==> config.mk <==
export PLATFORM = sky130hd
export DESIGN_NAME = ram_arb
export DESIGN_NICKNAME = d
export VERILOG_FILES = /design/src/rtl/ram_arb_pkg.sv /design/src/rtl/ram_arb_pick.sv /design/src/rtl/ram_arb.sv
export SDC_FILE = /design/constraint.sdc
export NUM_CORES = 1
export LEC_CHECK = 0
export ABC_AREA = 1
export CORE_AREA = 2 2 171 173
export DETAILED_ROUTE_END_ITERATION = 12
export DIE_AREA = 0 0 173 175
export SLEW_MARGIN = 5
export SYNTH_ARGS = -nofsm -noshare
export SYNTH_HDL_FRONTEND = slang
export SYNTH_SLANG_ARGS = --single-unit
==> constraint.sdc <==
create_clock -name clk_i -period 3.6 [get_ports clk_i]
set_clock_uncertainty 0.2 [all_clocks]
set_input_delay 0.9 -clock clk_i [delete_from_list [all_inputs] [get_ports clk_i]]
set_output_delay 0.9 -clock clk_i [all_outputs]
set_load 0.02 [all_outputs]
==> src/rtl/ram_arb_pkg.sv <==
`default_nettype none
// ============================================================================
// ram_arb_pkg : shared types for the two-master RAM port arbiter
// Rev 1.0
// ============================================================================
package ram_arb_pkg;

   typedef enum logic [1:0] {
      ARB_IDLE = 2'd0,
      ARB_M0   = 2'd1,
      ARB_M1   = 2'd2
   } arb_state_t;

   typedef enum logic {
      MST_CPU = 1'b0,
      MST_DBG = 1'b1
   } mst_id_t;

   localparam logic [3:0] BE_NONE = 4'h0;

endpackage
`default_nettype wire

==> src/rtl/ram_arb_pick.sv <==
`default_nettype none
// ============================================================================
// ram_arb_pick : 2-way round-robin winner select (combinational)
// Rev 1.0
// ============================================================================
module ram_arb_pick
   import ram_arb_pkg::*;
(
   input  logic    elig0,
   input  logic    elig1,
   input  mst_id_t last,
   output logic    any,
   output mst_id_t winner
);

   always_comb begin
      any    = elig0 | elig1;
      winner = MST_CPU;
      // On contention the master that did not own the port most recently wins
      if (elig0 && elig1)
         winner = (last == MST_CPU) ? MST_DBG : MST_CPU;
      else if (elig1)
         winner = MST_DBG;
   end

endmodule
`default_nettype wire

==> src/rtl/ram_arb.sv <==
`default_nettype none
// ============================================================================
// ram_arb : req/gnt arbiter sharing one sync-read RAM port between CPU and
//           debug loader. Optional counters enabled by RAM_ARB_PERF_EN.
// Rev 1.0
// ============================================================================
module ram_arb
   import ram_arb_pkg::*;
#(
   parameter int XLEN      = 32,
   parameter int MAX_BURST = 16
)(
   input  logic            clk_i,
   input  logic            rst_i,
   input  logic            cpu_rst_n_i,
   input  logic            m0_req_i,
   input  logic            m0_we_i,
   input  logic [XLEN-1:0] m0_addr_i,
   input  logic [XLEN-1:0] m0_wr_data_i,
   input  logic [3:0]      m0_byte_en_i,
   output logic            m0_gnt_o,
   output logic [XLEN-1:0] m0_rd_data_o,
   output logic            m0_rd_vld_o,
   input  logic            m1_req_i,
   input  logic            m1_we_i,
   input  logic [XLEN-1:0] m1_addr_i,
   input  logic [XLEN-1:0] m1_wr_data_i,
   input  logic [3:0]      m1_byte_en_i,
   input  logic            m1_lock_i,
   output logic            m1_gnt_o,
   output logic [XLEN-1:0] m1_rd_data_o,
   output logic            m1_rd_vld_o,
   output logic [XLEN-1:0] ram_rd_addr_o,
   output logic [XLEN-1:0] ram_wr_addr_o,
   output logic [XLEN-1:0] ram_wr_data_o,
   output logic [3:0]      ram_wr_byte_en_o,
   input  logic [XLEN-1:0] ram_rd_data_i,
   output logic [31:0]     perf_m0_beats_o,
   output logic [31:0]     perf_m1_beats_o,
   output logic [31:0]     perf_m1_wait_o
);

   localparam int               CNT_W      = (MAX_BURST > 1) ? $clog2(MAX_BURST) : 1;
   localparam logic [CNT_W-1:0] BURST_LAST = CNT_W'(MAX_BURST - 1);

   arb_state_t       state, state_nxt;
   mst_id_t          last, last_nxt;
   logic [CNT_W-1:0] beat_cnt, beat_cnt_nxt;
   logic             rd_pend;
   mst_id_t          rd_id;

   logic             elig0, elig1;
   logic             pick_any;
   mst_id_t          pick_winner;
   logic             any_gnt;
   logic             beat_we;
   logic [XLEN-1:0]  beat_addr;
   logic [XLEN-1:0]  beat_data;
   logic [3:0]       beat_be;

   assign elig0 = m0_req_i & cpu_rst_n_i;
   assign elig1 = m1_req_i;

   ram_arb_pick u_pick (
      .elig0  (elig0),
      .elig1  (elig1),
      .last   (last),
      .any    (pick_any),
      .winner (pick_winner)
   );

   always_ff @(posedge clk_i or posedge rst_i) begin
      if (rst_i) begin
         state    <= ARB_IDLE;
         last     <= MST_DBG;
         beat_cnt <= '0;
      end else begin
         state    <= state_nxt;
         last     <= last_nxt;
         beat_cnt <= beat_cnt_nxt;
      end
   end

   always_comb begin
      state_nxt    = state;
      last_nxt     = last;
      beat_cnt_nxt = beat_cnt;
      m0_gnt_o     = 1'b0;
      m1_gnt_o     = 1'b0;
      case (state)
         ARB_IDLE: begin
            if (pick_any)
               state_nxt = (pick_winner == MST_CPU) ? ARB_M0 : ARB_M1;
         end
         ARB_M0: begin
            m0_gnt_o = elig0;
            if (!elig0) begin
               state_nxt    = ARB_IDLE;
               last_nxt     = MST_CPU;
               beat_cnt_nxt = '0;
            end else if (beat_cnt == BURST_LAST) begin
               // Count saturates so a late M1 request still cuts the burst short
               if (m1_req_i) begin
                  state_nxt    = ARB_IDLE;
                  last_nxt     = MST_CPU;
                  beat_cnt_nxt = '0;
               end
            end else begin
               beat_cnt_nxt = beat_cnt + 1'b1;
            end
         end
         ARB_M1: begin
            m1_gnt_o = elig1;
            if (!m1_req_i && !m1_lock_i) begin
               state_nxt = ARB_IDLE;
               last_nxt  = MST_DBG;
            end
         end
         default: state_nxt = ARB_IDLE;
      endcase
   end

   always_comb begin
      beat_we   = 1'b0;
      beat_addr = '0;
      beat_data = '0;
      beat_be   = BE_NONE;
      case (state)
         ARB_M0: begin
            beat_we   = m0_we_i;
            beat_addr = m0_addr_i;
            beat_data = m0_wr_data_i;
            beat_be   = m0_byte_en_i;
         end
         ARB_M1: begin
            beat_we   = m1_we_i;
            beat_addr = m1_addr_i;
            beat_data = m1_wr_data_i;
            beat_be   = m1_byte_en_i;
         end
         default: ;
      endcase
   end

   assign any_gnt          = m0_gnt_o | m1_gnt_o;
   assign ram_rd_addr_o    = beat_addr;
   assign ram_wr_addr_o    = beat_addr;
   assign ram_wr_data_o    = beat_data;
   assign ram_wr_byte_en_o = (any_gnt && beat_we) ? beat_be : BE_NONE;

   // Tag of the read in flight steers the returning RAM data to its requester
   always_ff @(posedge clk_i or posedge rst_i) begin
      if (rst_i) begin
         rd_pend <= 1'b0;
         rd_id   <= MST_CPU;
      end else begin
         rd_pend <= any_gnt & ~beat_we;
         if (any_gnt)
            rd_id <= m1_gnt_o ? MST_DBG : MST_CPU;
      end
   end

   assign m0_rd_vld_o  = rd_pend & (rd_id == MST_CPU);
   assign m1_rd_vld_o  = rd_pend & (rd_id == MST_DBG);
   assign m0_rd_data_o = m0_rd_vld_o ? ram_rd_data_i : '0;
   assign m1_rd_data_o = m1_rd_vld_o ? ram_rd_data_i : '0;

`ifdef RAM_ARB_PERF_EN
   logic [31:0] perf_m0, perf_m1, perf_wait;

   always_ff @(posedge clk_i or posedge rst_i) begin
      if (rst_i) begin
         perf_m0   <= '0;
         perf_m1   <= '0;
         perf_wait <= '0;
      end else begin
         if (m0_gnt_o)
            perf_m0 <= perf_m0 + 32'd1;
         if (m1_gnt_o)
            perf_m1 <= perf_m1 + 32'd1;
         if (m1_req_i && !m1_gnt_o)
            perf_wait <= perf_wait + 32'd1;
      end
   end

   assign perf_m0_beats_o = perf_m0;
   assign perf_m1_beats_o = perf_m1;
   assign perf_m1_wait_o  = perf_wait;
`else
   assign perf_m0_beats_o = '0;
   assign perf_m1_beats_o = '0;
   assign perf_m1_wait_o  = '0;
`endif

endmodule
`default_nettype wire

# Word level (Yosys, flattened, before mapping)
# Cells that the tools add are included.
# totals
out_inout_bits,264
wordCells,60
regBits,9
inputBits,176
# op_classes
n_eq_ne,8
n_reduce_logical,10
muxes,28
n_bitwise,8
n_addsub,1
# op_table
op,n
case mux 32 bit (2 select lines),2
two-way mux 32 bit,2
two-way mux 4 bit,4
two-way mux 2 bit,6
two-way mux 1 bit,10
"!= test 3 bit, second input constant",3
case mux 4 bit (2 select lines),1
AND reduction 4 bit,2
case mux 2 bit (3 select lines),1
"adder 4 x 1 -> 4 bit, second input constant",1
AND 1 bit,4
"== test 4 bit, second input constant",1
"!= test 2 bit, second input constant",2
case mux 1 bit (2 select lines),2
logical AND 1 bit,3
"== test 2 x 1 -> 1 bit, second input constant",1
"== test 2 bit, second input constant",1
zero test 1 bit,2
zero test 2 bit,1
inverter 1 bit,2
OR 1 bit,2
AND reduction 2 bit,1
nonzero test 2 bit,1

# Logic depth before layout (Yosys ltp)
# logic_depth
ltp_word,6
depth_mapped,10
depth_no_buf,9

# Hierarchy
# Synthesis repeated with hierarchy kept, for this count alone.
# hier_totals
hier_cells,555
hier_area_um2,3114.2
# modules_own_cells
module,cells_per_inst,n_inst,seq_area_each_um2,area_per_inst_um2
ram_arb,552,1,226.5,3099.2
ram_arb_pick,3,1,0.0,15.0

# Worst setup path before layout
# OpenSTA, ideal clock, no wires.
# synth_timing
path_type,register to output
startpoint,register state[1]
endpoint,output port ram_wr_addr_o[0]
path_stages_with_launch,9
setup_slack_ns,0.849
n_path_buf,4
arrival_ns,1.651
t_required_ns,2.500
path_cell_list,dfrtp_1 > inv_1 > ha_1 > buf_4 > buf_6 > buf_6 > nand2_1 > a21oi_1 > buf_4
# synth_via
elab_chain_cells,2
word_cells_on_any_way,3
cone_classes,eq/ne (2); mux (1)
# synth_lines
element,line,text
start: declaration,ram_arb.sv:46,"arb_state_t state, state_nxt;"
start signal: assignment,ram_arb.sv:78,state <= state_nxt;
== test 2 bit / == test 2 x 1 -> 1 bit (equally long branches),ram_arb.sv:128,case (state)
case mux 32 bit (2 select lines) (*),ram_arb.sv:128,
end: declaration,ram_arb.sv:34,"output logic [XLEN-1:0] ram_wr_addr_o,"
# Every way passes the cells marked *; elsewhere a longest branch is shown, timed or not.

# Final worst setup path
# layout_timing
startpoint,input port cpu_rst_n_i
endpoint,output port m0_gnt_o
# layout_via
elab_chain_cells,2
# layout_lines
element,line,text
start: declaration,ram_arb.sv:15,"input logic cpu_rst_n_i,"
AND 1 bit,ram_arb.sv:61,assign elig0 = m0_req_i & cpu_rst_n_i;
two-way mux 1 bit,ram_arb.sv:90,case (state)
end: declaration,ram_arb.sv:21,"output logic m0_gnt_o,"
# Every way passes these cells.

==> parameters.txt <==
Parameter                              Value

Outcome
  Status    complete, no violations

Clocking
  Num CTS Buffers    3
  Post_cts resized    5
  CTS tree    yes
  Number of sinks handled by clock tree synthesis    9
  Maximum count of clock buffers along a single path    2
  Count of hold buffers inserted by post-cts repair    0
  # Post-CTS Setup Buffers    0
  Clock latency at the later pin of the worst-skew pair    230 ps
  Root Buffer Master    clkbuf_16
  Worst-path clk slew    40 ps
  H-tree levels    1

GRT
  Largest net degree at the start of global routing    65
  Antenna violations before repair    0
  Number of global-route vias before repair    3,797
  Combined global-route utilization of all metal layers    0.08161
  First-pass GRT wire length    20.22 mm
  Residual overflow from global routing    0

Yosys
  EDFF count, synth    0
  Cell count after synthesis    545
  Synthesis Warnings    0
  Most instantiated cells after synthesis    nand2_1, buf_4, nor2_1
  Synthesis-stage register bit count    9
  Netlist cell types    28
  Synth Cell Area    3022 um^2
  Ys async rst share    1.000
  Dominant synthesized flop cell    dfrtp_1
  Most used standard cell by instance count after synthesis    nand2_1
  Ranking of synthesized cells by area    buf_4, nand2_1, a21oi_1, nor2_1, dfrtp_1
  Library cell with the largest summed area after synthesis    buf_4
  Sequential element share of the synthesized area    0.07495
  Share of the synthesized area in the top cell type    0.3205
  Mean Syn Cell Area    5.544 um^2

Job
  # Max-Cap Violations    0

Critical path
  Largest driver fanout on the critical path    5
  Reg-to-reg setup timing slack    1820 ps
  R2r worst-path depth    10
  Worst reg2reg startpoint    state[1]$_DFFE_PP0P_
  Required @ worst endpoint    2500 ps
  Critical Path Source    cpu_rst_n_i
  Kind of critical path    input pin to output pin
  Type of origin of the critical path    input pin
  Crit path DAT    2430 ps
  Endpoint of the lowest-slack register-to-register path    state[1]$_DFFE_PP0P_
  CP endpoint    m0_gnt_o
  Critical Path Sink Type    output pin

Power
  Leakage power figure    2.710 nW
  Combinational power share    0.885
  Part of the power in the clock network    0.063
  Net switching fraction of the power    0.5380
  Cell area power density    478.9 nW/um^2
  Register share of total power    0.052
  Largest vdd supply drop    353.2 uV
  Cell internal power dissipation    1.422 mW
  Switching power summed over all nets    1.656 mW
  Total Power Consumption    3.078 mW

Finish
  Final instance area    6427 um^2
  Final #Nets    1,028
  Utilization after layout    0.2264
  Fill cells    3,212
  Fraction of layout instances using a drive strength above 1    0.04374
  Antenna diode instance count    0
  Filler-free cell count of the finished design    1,230
  Area Overhead vs Synth    112.7%

Routing
  Antenna Violating Nets Remaining    0
  Initial detailed-routing violation count    100
  Count of TritonRoute iterations in the first routing pass    4
  DRC violation count after routing    0
  Post-Route WL    13.96 mm
  Wire per inst    11.35 um
  Via count    3,960
  Vias per std cell    3.220

STA
  Final Hold Fails    0
  Worst hold slack    259.9 ps
  Unrepaired setup endpoints after global routing    no
  Summed negative setup slack over all endpoints    0 ps
  Max frequency    0.2836 GHz
  Pins Over Slew Limit    0
  Actual transition at the worst max-transition pin    660.6 ps
  Part of the cycle the worst path needs    0.9795
  Final setup viols    0
  Max_slew headroom    0.5585
  Min setup slack post-route    73.81 ps
  Final critical-path required period    3526 ps

Floorplan
  Number of core rows    62
  I/O pins    440
  Core area    28,390 um^2
  Starting utilization of the core area    0.1064
  Die X    173 um
  Vertical die dimension    175 um
  Full die area    30,280 um^2

Min path
  Class of the worst hold path    flop to flop

Placed design
  Weighted congestion at the end of routability-driven global placement    0.7785
  Instance area after placement    6327 um^2
  Pre-CTS worst setup slack    -138.6 ps
  Number of placed instances with taps included    1,226
  Hpwl dp    11.82 mm
  Buffers added on ports    343
-- power by group through the flow --
stage | Sequential, mW | Combinational (mW) | Clock [mW]
2_1_floorplan | 0.154 | 1.68 | 0
3_3_place_gp | 0.159 | 2.74 | 0
3_5_place_dp | 0.160 | 2.74 | 0
4_1_cts | 0.161 | 2.75 | 0.197
5_1_grt | 0.164 | 2.94 | 0.202
6_report | 0.161 | 2.72 | 0.194
-- state kept, by name (all words and copies together), names as in the netlist --
| register | cells |
|---|---|
| beat_cnt | 4 |
| last | 1 |
| rd_pend | 1 |
| state | 2 |
| rd_id | 1 |
-- area by class of cell --
cell class / count / area (um^2) / share of cell area
Multi-Input combinational cell: 425 / 1851 / 0.2879
Tap cell: 384 / 480.5 / 0.07475
Timing Repair Buffer: 358 / 3603 / 0.5606
Clock buffer: 4 / 78.83 / 0.01226
Sequential cell: 9 / 226.5 / 0.03523
Inverter: 50 / 187.7 / 0.02920
-- kinds of logic after synthesis --
family	Yosys count	share of synthesized area
fa+ha+maj	5	0.02070
other cells	1	0.001241
flops	9	0.07495
compound gates	78	0.1358
buf+inv	206	0.4369
simple gates	245	0.3275
xor+xnor	1	0.002899
-- worst max-delay path, cell delays in order --
cell and delay (ps):
clkdlybuf4s50_1 520, nand2_2 70, buf_4 160, nor2_2 130, clkdlybuf4s50_1 640
-- worst min-delay path by stage --
stage / startpoint / slack, ps / endpoint / cells past startpoint
finish: last$_DFFE_PP1P_ / 260 / last$_DFFE_PP1P_ / 2
global route: last$_DFFE_PP1P_ / 280 / last$_DFFE_PP1P_ / 2
CTS: last$_DFFE_PP1P_ / 260 / last$_DFFE_PP1P_ / 2
detailed placement: last$_DFFE_PP1P_ / 260 / last$_DFFE_PP1P_ / 2
global placement: last$_DFFE_PP1P_ / 260 / last$_DFFE_PP1P_ / 2
floorplan: last$_DFFE_PP1P_ / 240 / last$_DFFE_PP1P_ / 2
-- cells in the final DEF, fill, tap and decap left out, types with 2 or more instances in the layout --
cell type	netlist	routed
a21oi_1	69	68
buf_12	0	4
buf_4	129	11
clkbuf_16	0	3
clkdlybuf4s50_1	0	334
conb_1	1	96
dfrtp_1	8	8
dlygate4sd2_1	0	4
dlymetal6s2s_1	0	5
ha_1	5	3
inv_1	47	47
inv_2	3	3
nand2_1	158	158
nand2_2	2	2
nand2_4	3	3
nand3_1	4	4
nand4_1	2	2
nor2_1	71	71
o21ai_0	2	2
o21ai_1	3	3
o21bai_1	2	2
-- metal layers --
metal / global-route usage / routed length [um] / vias up / part of all wire
li1: - / - / 2028 / -
met1: 0.1047 / 5853 / 1728 / 0.42
met2: 0.1467 / 7024 / 200 / 0.50
met3: 0.01349 / 1024 / 4 / 0.073
met4: 0.01024 / 55 / 0 / 0.0039
met5: 0 / 0 / - / 0
(Power assumes the default switching activity.)
